--- config.mk ---
export PLATFORM = sky130hd
export DESIGN_NAME = ifu_fetch_fsm
export DESIGN_NICKNAME = d
export VERILOG_FILES = /design/src/rtl/ifu_fetch_fsm.sv
export SDC_FILE = /design/constraint.sdc
export NUM_CORES = 1
export LEC_CHECK = 0
export BUFFER_PORTS_ARGS = -buffer_cell sky130_fd_sc_hd__buf_2
export CORE_MARGIN = 5
export CORE_UTILIZATION = 25
export CTS_BUF_LIST = sky130_fd_sc_hd__clkbuf_4
export CTS_CLUSTER_SIZE = 12
export DETAILED_ROUTE_END_ITERATION = 8
export GPL_TIMING_DRIVEN = 0
export PLACE_DENSITY = 0.6
export SYNTH_ARGS = -nofsm -noshare
export SYNTH_HDL_FRONTEND = slang
export SYNTH_SLANG_ARGS = --single-unit
--- constraint.sdc ---
create_clock -name clk -period 1.95 [get_ports clk]
set_input_delay 0.2925 -clock clk [delete_from_list [all_inputs] [get_ports clk]]
set_output_delay 0.2925 -clock clk [all_outputs]
set_load 0.02 [all_outputs]
--- src/rtl/ifu_fetch_fsm.sv ---
// Purpose : instruction fetch stage; owns the PC, issues one memory read per instruction, hands the word to decode.
// Latency : inst_valid 2 cycles after entering REQ with zero-wait memory; 3 cycles per instruction when inst_ready is tied high.
// Backpress: one outstanding read at a time. HOLD keeps inst/pc/inst_err stable until inst_ready. Build option IFU_PERF_CNT_EN adds the perf counters.
module ifu_fetch_fsm #(
    parameter logic [31:0] RESET_PC       = 32'h8000_0000,
    parameter int unsigned TIMEOUT_CYCLES = 1024
) (
    input  logic        clk,
    input  logic        rst,
    output logic        mem_arvalid,
    output logic [31:0] mem_araddr,
    input  logic        mem_arready,
    input  logic        mem_rvalid,
    input  logic [31:0] mem_rdata,
    input  logic [1:0]  mem_rresp,
    output logic        mem_rready,
    output logic        inst_valid,
    input  logic        inst_ready,
    output logic [31:0] inst,
    output logic [31:0] pc,
    output logic        inst_err,
    input  logic        jump_en,
    input  logic [31:0] jump_addr,
    output logic        timeout,
    output logic [31:0] perf_fetch_cnt,
    output logic [31:0] perf_stall_cnt
);

    typedef enum logic [1:0] {
        S_IDLE = 2'd0,
        S_REQ  = 2'd1,
        S_WAIT = 2'd2,
        S_HOLD = 2'd3
    } state_t;

    localparam logic [15:0] TMO_LIMIT = 16'(TIMEOUT_CYCLES);
    localparam bit          TMO_EN    = (TIMEOUT_CYCLES != 0);

    state_t      state_q;
    state_t      state_d;
    logic [15:0] tmo_cnt_q;
    logic [15:0] tmo_cnt_inc;
    logic        in_mem;
    logic        rsp_take;
    logic        inst_take;

    // Handshake qualifiers shared by the state register and the datapath.
    assign in_mem      = (state_q == S_REQ) || (state_q == S_WAIT);
    assign rsp_take    = (state_q == S_WAIT) && mem_rvalid;
    assign inst_take   = (state_q == S_HOLD) && inst_ready;
    assign tmo_cnt_inc = (tmo_cnt_q == 16'hFFFF) ? tmo_cnt_q : tmo_cnt_q + 16'd1;
    assign mem_araddr  = pc;

    // State register.
    always_ff @(posedge clk) begin
        if (!rst) begin
            state_q <= S_IDLE;
        end else begin
            state_q <= state_d;
        end
    end

    // Next-state and handshake outputs.
    always_comb begin
        state_d     = state_q;
        mem_arvalid = 1'b0;
        mem_rready  = 1'b0;
        inst_valid  = 1'b0;
        case (state_q)
            S_IDLE: begin
                state_d = S_REQ;
            end
            S_REQ: begin
                mem_arvalid = 1'b1;
                if (mem_arready) begin
                    state_d = S_WAIT;
                end
            end
            S_WAIT: begin
                mem_rready = 1'b1;
                if (mem_rvalid) begin
                    state_d = S_HOLD;
                end
            end
            S_HOLD: begin
                inst_valid = 1'b1;
                if (inst_ready) begin
                    state_d = S_REQ;
                end
            end
            default: begin
                state_d = S_IDLE;
            end
        endcase
    end

    // Instruction register captures the response; PC advances or redirects on consume.
    always_ff @(posedge clk) begin
        if (!rst) begin
            pc       <= RESET_PC;
            inst     <= 32'h0;
            inst_err <= 1'b0;
        end else begin
            if (rsp_take) begin
                inst     <= mem_rdata;
                inst_err <= (mem_rresp != 2'b00);
            end
            if (inst_take) begin
                pc <= jump_en ? jump_addr : pc + 32'd4;
            end
        end
    end

    // Hang detector: counts consecutive REQ/WAIT cycles; the flag is sticky until reset.
    always_ff @(posedge clk) begin
        if (!rst) begin
            tmo_cnt_q <= 16'h0;
            timeout   <= 1'b0;
        end else begin
            if (rsp_take) begin
                tmo_cnt_q <= 16'h0;
            end else if (in_mem) begin
                tmo_cnt_q <= tmo_cnt_inc;
            end
            if (TMO_EN && in_mem && (tmo_cnt_inc == TMO_LIMIT)) begin
                timeout <= 1'b1;
            end
        end
    end

`ifdef IFU_PERF_CNT_EN
    logic [31:0] fetch_cnt_q;
    logic [31:0] stall_cnt_q;

    // Completed fetches and cycles spent waiting on memory; both wrap.
    always_ff @(posedge clk) begin
        if (!rst) begin
            fetch_cnt_q <= 32'h0;
            stall_cnt_q <= 32'h0;
        end else begin
            if (inst_take) begin
                fetch_cnt_q <= fetch_cnt_q + 32'd1;
            end
            if (((state_q == S_REQ) && !mem_arready) || ((state_q == S_WAIT) && !mem_rvalid)) begin
                stall_cnt_q <= stall_cnt_q + 32'd1;
            end
        end
    end

    assign perf_fetch_cnt = fetch_cnt_q;
    assign perf_stall_cnt = stall_cnt_q;
`else
    assign perf_fetch_cnt = 32'h0;
    assign perf_stall_cnt = 32'h0;
`endif

endmodule
* After elaboration in Yosys (flattened, before gate mapping)
Index checks and enable logic that the tools add are counted.
** Word-level totals
- Word-level logic and storage cells :: 34
- Bits in registers :: 84
- Output and inout bits :: 165
- Input bits :: 72
** Operators by class
- Reduce and logical (&&, ||, !) cells :: 8
- Equality and inequality tests :: 8
- Mux-type cells :: 9
- Bitwise gates (word level) :: 1
- Add/subtract/negate cells :: 2
** Operators with widths (count)
- $add 32x3->32 const B :: 1
- $mux 32 :: 1
- $add 16x1->16 const B :: 1
- $eq 16x11->1 const B :: 1
- $eq 16x16->1 const B :: 1
- $mux 16 :: 1
- $pmux 2 s4 :: 1
- $mux 2 :: 3
- $ne 2x2->1 const B :: 3
- $eq 2x2->1 const B :: 2
- $logic_and 1x1->1 :: 3
- $mux 1 :: 3
- $reduce_and 3->1 :: 1
- $eq 2x1->1 const B :: 1
- $logic_not 2->1 :: 1
- $reduce_bool 2->1 :: 1
- $reduce_or 2->1 :: 1
- $logic_or 1x1->1 :: 1
- $not 1->1 :: 1

* Longest topological paths before layout
Gate-level depths: netlist (run 1).
- Depth in word-level cells :: 4
- Gate-level depth with buffers :: 8
- Mapped depth without buffers :: 7

* Worst setup path after synthesis (run 1)
No wires, ideal clock.
- Kind :: reg2reg
- From :: register pc[2] (netlist: mem_araddr[2])
- To :: register pc[20] (netlist: mem_araddr[20])
- Cell stages (with the launch flop) :: 8
- Path buffers :: 0
- Slack :: -0.153 ns
- Data arrival time :: 1.984 ns
- Cell sequence :: dfxtp_1 > ha_1 > and3_1 > nand4_1 > nor2_1 > nand4_1 > mux2_2 > o221a_2
** Between the ends
- Longest elaborated chain between the ends :: 2
** RTL lines
- start, declared :: line 20 : output logic [31:0] pc,
- start signal, assigned :: line 109 : pc <= jump_en ? jump_addr : pc + 32'd4;
- $add 32x3->32 :: line 109
- $mux 32 :: line 109
No other way between the ends.
A chain may end at the register's enable or synchronous reset.

* Worst setup path after layout (run 1)
- From :: register tmo_cnt_q[4]
- To :: register timeout
** Between the ends
- Longest elaborated chain between the ends :: 4
- Elaborated cells on any way between the ends :: 5
- Classes of those cells :: add/sub (1); eq/ne (2); mux (1); reduce/logical (1)
** RTL lines
- start, declared :: line 41 : logic [15:0] tmo_cnt_q;
- start signal, assigned :: line 123 : tmo_cnt_q <= tmo_cnt_inc;
- $add 16x1->16 or $eq 16x16->1 (tied branches) :: line 51 : assign tmo_cnt_inc = (tmo_cnt_q == 16'hFFFF) ? tmo_cnt_q : tmo_cnt_q + 16'd1;
- $mux 16 * :: line 51
- $eq 16x11->1 * :: line 125 : if (TMO_EN && in_mem && (tmo_cnt_inc == TMO_LIMIT)) begin
- $logic_and 1x1->1 * :: line 125
- end signal, assigned :: line 118 : timeout <= 1'b0;
- end signal, assigned :: line 126 : timeout <= 1'b1;
- end, declared :: line 24 : output logic timeout,
Mark *: on every way between the ends. The rest lies on a longest branch, timed or not.

==> results of run 1 <==
cells in the final DEF (no fill, tap or decap), types with 6 or more instances in the layout:
cell,n
buf_2,171
buf_4,115
nand2_1,97
conb_1,64
dfxtp_1,56
nor2_1,50
a21boi_0,36
o21ai_0,33
a21oi_1,22
nand3_1,22
clkbuf_1,19
dfxtp_2,19
nand4_1,15
and2_1,14
nor3_1,13
inv_1,11
clkbuf_4,11
xnor2_1,10
clkbuf_2,9
dfxtp_4,9
mux2i_1,8
and4_1,7
a22oi_1,6
metrics by stage:
step	util [%]	TNS, ns	setup WS, ns
after detailed placement	32.5	-6.35	-0.369
after global routing	34.5	-0.0474	-0.0451
after global placement	32.5	-6.02	-0.342
after floorplan	-	-0.0212	-0.0123
final	34.5	0	0.0575
after CTS	33.7	0	0.00193
cell type report:
| type | instances | share of cell area [%] |
|---|---|---|
| clock inverter | 3 | 0.232 |
| inverter | 11 | 0.589 |
| clock buffer | 10 | 1.07 |
| timing repair buffer | 188 | 14.2 |
| tap | 270 | 4.82 |
| buffer | 134 | 13.1 |
| multi-input combinational | 489 | 41.1 |
| sequential | 84 | 24.8 |
| antenna | 2 | 0.0714 |
power by group:
| part | total (mW) | switching (mW) | internal [mW] |
|---|---|---|---|
| logic | 1.57 | 0.976 | 0.594 |
| registers | 1.98 | 0.124 | 1.86 |
| clock network | 0.877 | 0.624 | 0.253 |
| total | 4.43 | 1.72 | 2.71 |
timing repair:
item                                    CTS  global route
gates resized for setup                  24            63
setup buffers                             9             9
endpoints found under the setup margin   31            56
pin swaps                                 7            10
logic make-up after synthesis:
| group | after synthesis | synth area share, % |
|---|---|---|
| AO/OA/AOI/OAI | 139 | 18.4 |
| XOR/XNOR | 15 | 2.55 |
| adder cells (fa/ha/maj) | 6 | 1.46 |
| buffers and inverters | 150 | 18.6 |
| flip-flops | 84 | 32.6 |
| multiplexers | 11 | 2.21 |
| other | 1 | 0.0727 |
| AND/OR/NAND/NOR | 254 | 24.1 |
worst reg2reg max path, cell delays in order (launching register included):
cell and delay [ns]:
dfxtp_2 0.35, buf_8 0.11, nand4_4 0.13, or4_4 0.57
a211oi_2 0.18, a41oi_1 0.06, nand4b_1 0.19, o31ai_1 0.25
metal layers:
metal	vias up	share of wire (%)	routed length, um	global-route usage (%)
met4	2	1.5	258	3.99
li1	2630	-	-	-
met3	22	8.9	1560	4.64
met1	2382	41	7260	17.0
met5	-	0.074	13	0
met2	228	48	8400	23.9
flip-flops by register name, indices dropped and copies added, names as in the netlist:
name,count
inst,32
mem_araddr,32
tmo_cnt_q,16
state_q,2
inst_err,1
timeout,1
final timing paths:
kind / startpoint / end
worst max-delay path: tmo_cnt_q[4]$_SDFFE_PP0P_ / timeout$_SDFFE_PN0P_
worst min-delay path: mem_rdata[7] / inst[7]$_SDFFE_PN0P_
worst max register to register: tmo_cnt_q[4]$_SDFFE_PP0P_ / timeout$_SDFFE_PN0P_
worst min register to register: inst[12]$_SDFFE_PN0P_ / inst[12]$_SDFFE_PN0P_
==> flow_summary.json, run 1 <==
{
  "clockBufferDepth": 2,
  "vias": 5264,
  "clkLatencyLatePin_ns": 0.47,
  "synth_edf_count": 0,
  "rsz0062_at_grt": "true",
  "synth_top_area_share_pct": 32.6,
  "yosysWarnings": 0,
  "dpl.hpwl_mm": 13.3,
  "drv_slew": 0,
  "htreeDepth": 3,
  "crit_path_end_kind": "flop",
  "port_buffers": 170,
  "clock_skew_ns": 0.0155,
  "r2r_slack_ns": 0.06,
  "total_power_mw": 4.43,
  "gr-total-overflow": 0,
  "placed_area_mm2": 0.00661,
  "ir_drop_mv": 0.358,
  "start_util_pct": 25.4,
  "hold_violations": 0,
  "area_growth_pct": 35.9,
  "wl_mm": 17.5,
  "ys_seq_area_share_pct": 32.6,
  "cts_buffers": 9,
  "fillCellCount": 2203,
  "grt_max_degree": 13,
  "maxCapViolCount": 0,
  "dieHeight_um": 154,
  "cp.depth": 7,
  "path_clk_slew_ns": 0.14,
  "synthDistinctLibCells": 60,
  "place_inst": 1163,
  "worst_pin_slew_ns": 0.768,
  "synth_most_common_cell": "buf_4",
  "grt_usage_pct": 14.1,
  "outcome": "finished, final reports clean",
  "drive_above_1_share_pct": 40.6,
  "dr.pass1.iters": 5,
  "antenna_found_initial": 2,
  "multiInputGateArea_mm2": 0.00288,
  "wl_per_cell_um": 14.7,
  "holdCritPathClass": "in -> reg",
  "synth_async_sr_flop_share_pct": 0,
  "path_buf_inv": 1,
  "reg2reg_depth": 7,
  "p_per_area_mw_per_mm2": 632,
  "yosysTopAreaCell": "dfxtp_1",
  "slew-limit-headroom_pct": 48.8,
  "startpoint_type": "flop",
  "ioPinCount": 237,
  "synthTopCellsByCount": "99 x buf_4, 98 x nand2_1, 84 x dfxtp_1",
  "cts_tree": "built",
  "vias_per_cell": 4.42,
  "regArea_mm2": 0.00174,
  "postRouteAntennaNets": 0,
  "ys_ff_latch": 84,
  "crit_slowest_cell": "or4_4",
  "fin_cells": 1191,
  "yosys-top-cells-area": "dfxtp_1 33%, buf_4 14%, nand2_1 7.1%, a21boi_0 5.2%, nor2_1 3.8%",
  "criticalPathCategory": "reg -> reg",
  "rows": 52,
  "grt_pass1_vias": 5003,
  "critPathTopFamily": "simple AND/OR/NAND/NOR gates",
  "arrival_ns": 2.29,
  "fin_crit_ns": 1.89,
  "synth_area_mm2": 0.00516,
  "cp_cell_sequence": "buf_8 -> nand4_4 -> or4_4 -> a211oi_2 -> a41oi_1 -> nand4b_1 -> o31ai_1",
  "stdcell_area_mm2": 0.00701,
  "ctsHoldBuffers": 0,
  "synth_ff_type": "dfxtp_1",
  "cts_sinks": 84,
  "die_w_um": 154,
  "setup_viol": 0,
  "p_leak_nw": 3.35,
  "drc_errors": 0,
  "hold_depth": 3,
  "crit_required_ns": 2.35,
  "core-area_mm2": 0.0203,
  "syn_inst": 660,
  "nets": 995,
  "max_stage_delay_ns": 0.57,
  "grt_pass1_wl_mm": 26.9,
  "drt-initial-drc-count": 266,
  "path_max_fanout": 6,
  "synth_area_per_cell_um2": 7.81,
  "dieArea_mm2": 0.0236,
  "max_freq_mhz": 528,
  "cts_root_buf": "clkbuf_4",
  "fin_crit_sh_pct": 97.1,
  "gp_congestion": 0.830,
  "holdWs_ns": 0.0502
}
(Power assumes the default switching activity.)
==> run 2: changes to the inputs <==
- CORE_ASPECT_RATIO: default -> 1.5
==> run 2 against run 1 <==
Clock-buffer cell count down 1. Utilization rose by 0.82 points. Global-route usage is 0.32 points higher. Register-to-register slack got worse by 0.05 ns. Flip-flop and latch count unchanged.
==> flow_summary.json, run 2 (synthesis results as in run 1) <==
{
  "outcome": "finished, final reports clean",
  "holdCritPathClass": "in -> reg",
  "top_layer": "met4",
  "dr.pass1.iters": 5,
  "slew-limit-headroom_pct": 51.6,
  "start_util_pct": 25.4,
  "max_freq_mhz": 514,
  "final_util_pct": 35.3,
  "drc_errors": 0,
  "final_common_cell": "buf_2",
  "tns_ns": 0,
  "clockBufferDepth": 2,
  "dieArea_mm2": 0.0237,
  "routed-wl-met3_mm": 1.24,
  "arrival_ns": 2.33,
  "met2_length_mm": 9.66,
  "drive_above_1_share_pct": 40.2,
  "clkLatencyLatePin_ns": 0.48,
  "area_growth_pct": 39.3,
  "p_per_area_mw_per_mm2": 649,
  "rsz0062_at_grt": "true",
  "grt_max_degree": 15,
  "crit_required_ns": 2.33,
  "wl_mm": 18.0,
  "core-area_mm2": 0.0203,
  "rows": 64,
  "path_clk_slew_ns": 0.15,
  "max_stage_delay_ns": 0.40,
  "cts_root_buf": "clkbuf_4",
  "fillCellCount": 2185,
  "setup_viol": 0,
  "grt_pass1_wl_mm": 26.5,
  "drv_slew": 0,
  "cp_cell_sequence": "buf_6 -> and4_4 -> nand4_1 -> or2_4 -> mux2_4 -> o221a_4",
  "dieHeight_um": 186,
  "cts_sinks": 84,
  "startpoint_type": "flop",
  "gr-total-overflow": 0,
  "postRouteAntennaNets": 0,
  "htreeDepth": 3,
  "cts_tree": "built",
  "fin_crit_ns": 1.95,
  "hold_violations": 0,
  "wl_per_cell_um": 15.0,
  "drt-initial-drc-count": 391,
  "mostFrequentLayoutCells": "172 x buf_2, 119 x buf_4, 97 x nand2_1, 65 x dfxtp_1, 64 x conb_1",
  "worst_pin_slew_ns": 0.726,
  "crit_path_end_kind": "flop",
  "vias_per_cell": 4.48,
  "path_max_fanout": 5,
  "met1_length_mm": 6.60,
  "criticalPathCategory": "reg -> reg",
  "dpl.hpwl_mm": 13.8,
  "regArea_mm2": 0.00173,
  "r2r_slack_ns": 0.003,
  "ir_drop_mv": 0.452,
  "vias": 5358,
  "ioPinCount": 237,
  "crit_slowest_cell": "dfxtp_4",
  "grt_pass1_vias": 5094,
  "multiInputGateArea_mm2": 0.00295,
  "port_buffers": 170,
  "maxCapViolCount": 0,
  "grt_usage_pct": 14.4,
  "fin_crit_sh_pct": 99.8,
  "gp_congestion": 0.873,
  "p_leak_nw": 3.47,
  "antenna_found_initial": 1,
  "clock_skew_ns": 0.0311,
  "cts_buffers": 9,
  "nets": 1006,
  "die_w_um": 127
}
-- run 2: cell count changes in the layout (fill, tap and decap cells not counted), sizes merged --
| cell | previous run | this run |
|---|---|---|
| dlygate4sd3 | 0 | 8 |
| clkinvlp | 0 | 1 |
| buf | 293 | 296 |
| clkinv | 2 | 3 |
| bufinv | 0 | 1 |
| diode | 2 | 1 |
| clkbuf | 39 | 38 |
-- run 2: repair_timing --
item / in CTS / in global routing
setup endpoints to repair: 49 / 69
hold endpoints to repair: 8 / 0
hold buffers: 8 / 0
buffers inserted: 14 / 8
gates resized for setup: 27 / 60
pin swaps: 9 / 16
-- run 2: final timing paths --
| path | startpoint | endpoint | depth (start not counted) |
|---|---|---|---|
| setup / recovery | mem_araddr[2]$_SDFFE_PN0P_ | mem_araddr[17]$_SDFFE_PN0P_ | 6 |
| setup reg to reg | mem_araddr[2]$_SDFFE_PN0P_ | mem_araddr[17]$_SDFFE_PN0P_ | 6 |
| hold / removal | mem_rdata[28] | inst[28]$_SDFFE_PN0P_ | 3 |
| hold reg to reg | inst[2]$_SDFFE_PN0P_ | inst[2]$_SDFFE_PN0P_ | 2 |
-- run 2: critical path: cells and delay by family (launching register included) --
family,cells,cell delay [ns]
buffers and inverters,1,0.10
flip-flops,1,0.40
AO/OA/AOI/OAI,1,0.25
AND/OR/NAND/NOR,3,0.82
multiplexers,1,0.28
-- run 2: area by class of cell --
type	count	share of cell area [%]
buffer	133	12.6
clock buffer	9	0.940
tap	264	4.60
timing repair buffer	200	15.4
clock inverter	6	0.888
antenna	1	0.0348
multi-input combinational	489	41.0
sequential	84	24.0
inverter	11	0.575
-- run 2: power breakdown --
group | switching, mW | total (mW) | internal (mW)
Combinational | 1.01 | 1.64 | 0.625
Clock | 0.666 | 1.05 | 0.384
Sequential | 0.118 | 1.98 | 1.86
Total | 1.79 | 4.66 | 2.87
-- run 2: stage by stage --
step           std cells  total power [mW]  hold WS (ns)  instance area [um2]  setup WS, ns
6_report            1197              4.66        0.0482                 7190       0.00344
5_1_grt             1197              4.95        0.0140                 7190       -0.0920
4_1_cts             1191              4.70       0.00181                 7000     0.0000666
3_5_place_dp        1157              3.57         0.454                 6600        -0.392
3_3_place_gp        1157              3.56         0.446                 6600        -0.355
2_1_floorplan        723              3.07         0.437                 5420       -0.0123
-- run 2: metal layers --
layer  track usage, %  vias up
li1                 -     2658
met1             14.9     2452
met2             27.2      212
met3             3.24       36
met4             6.61        0
met5                0        -
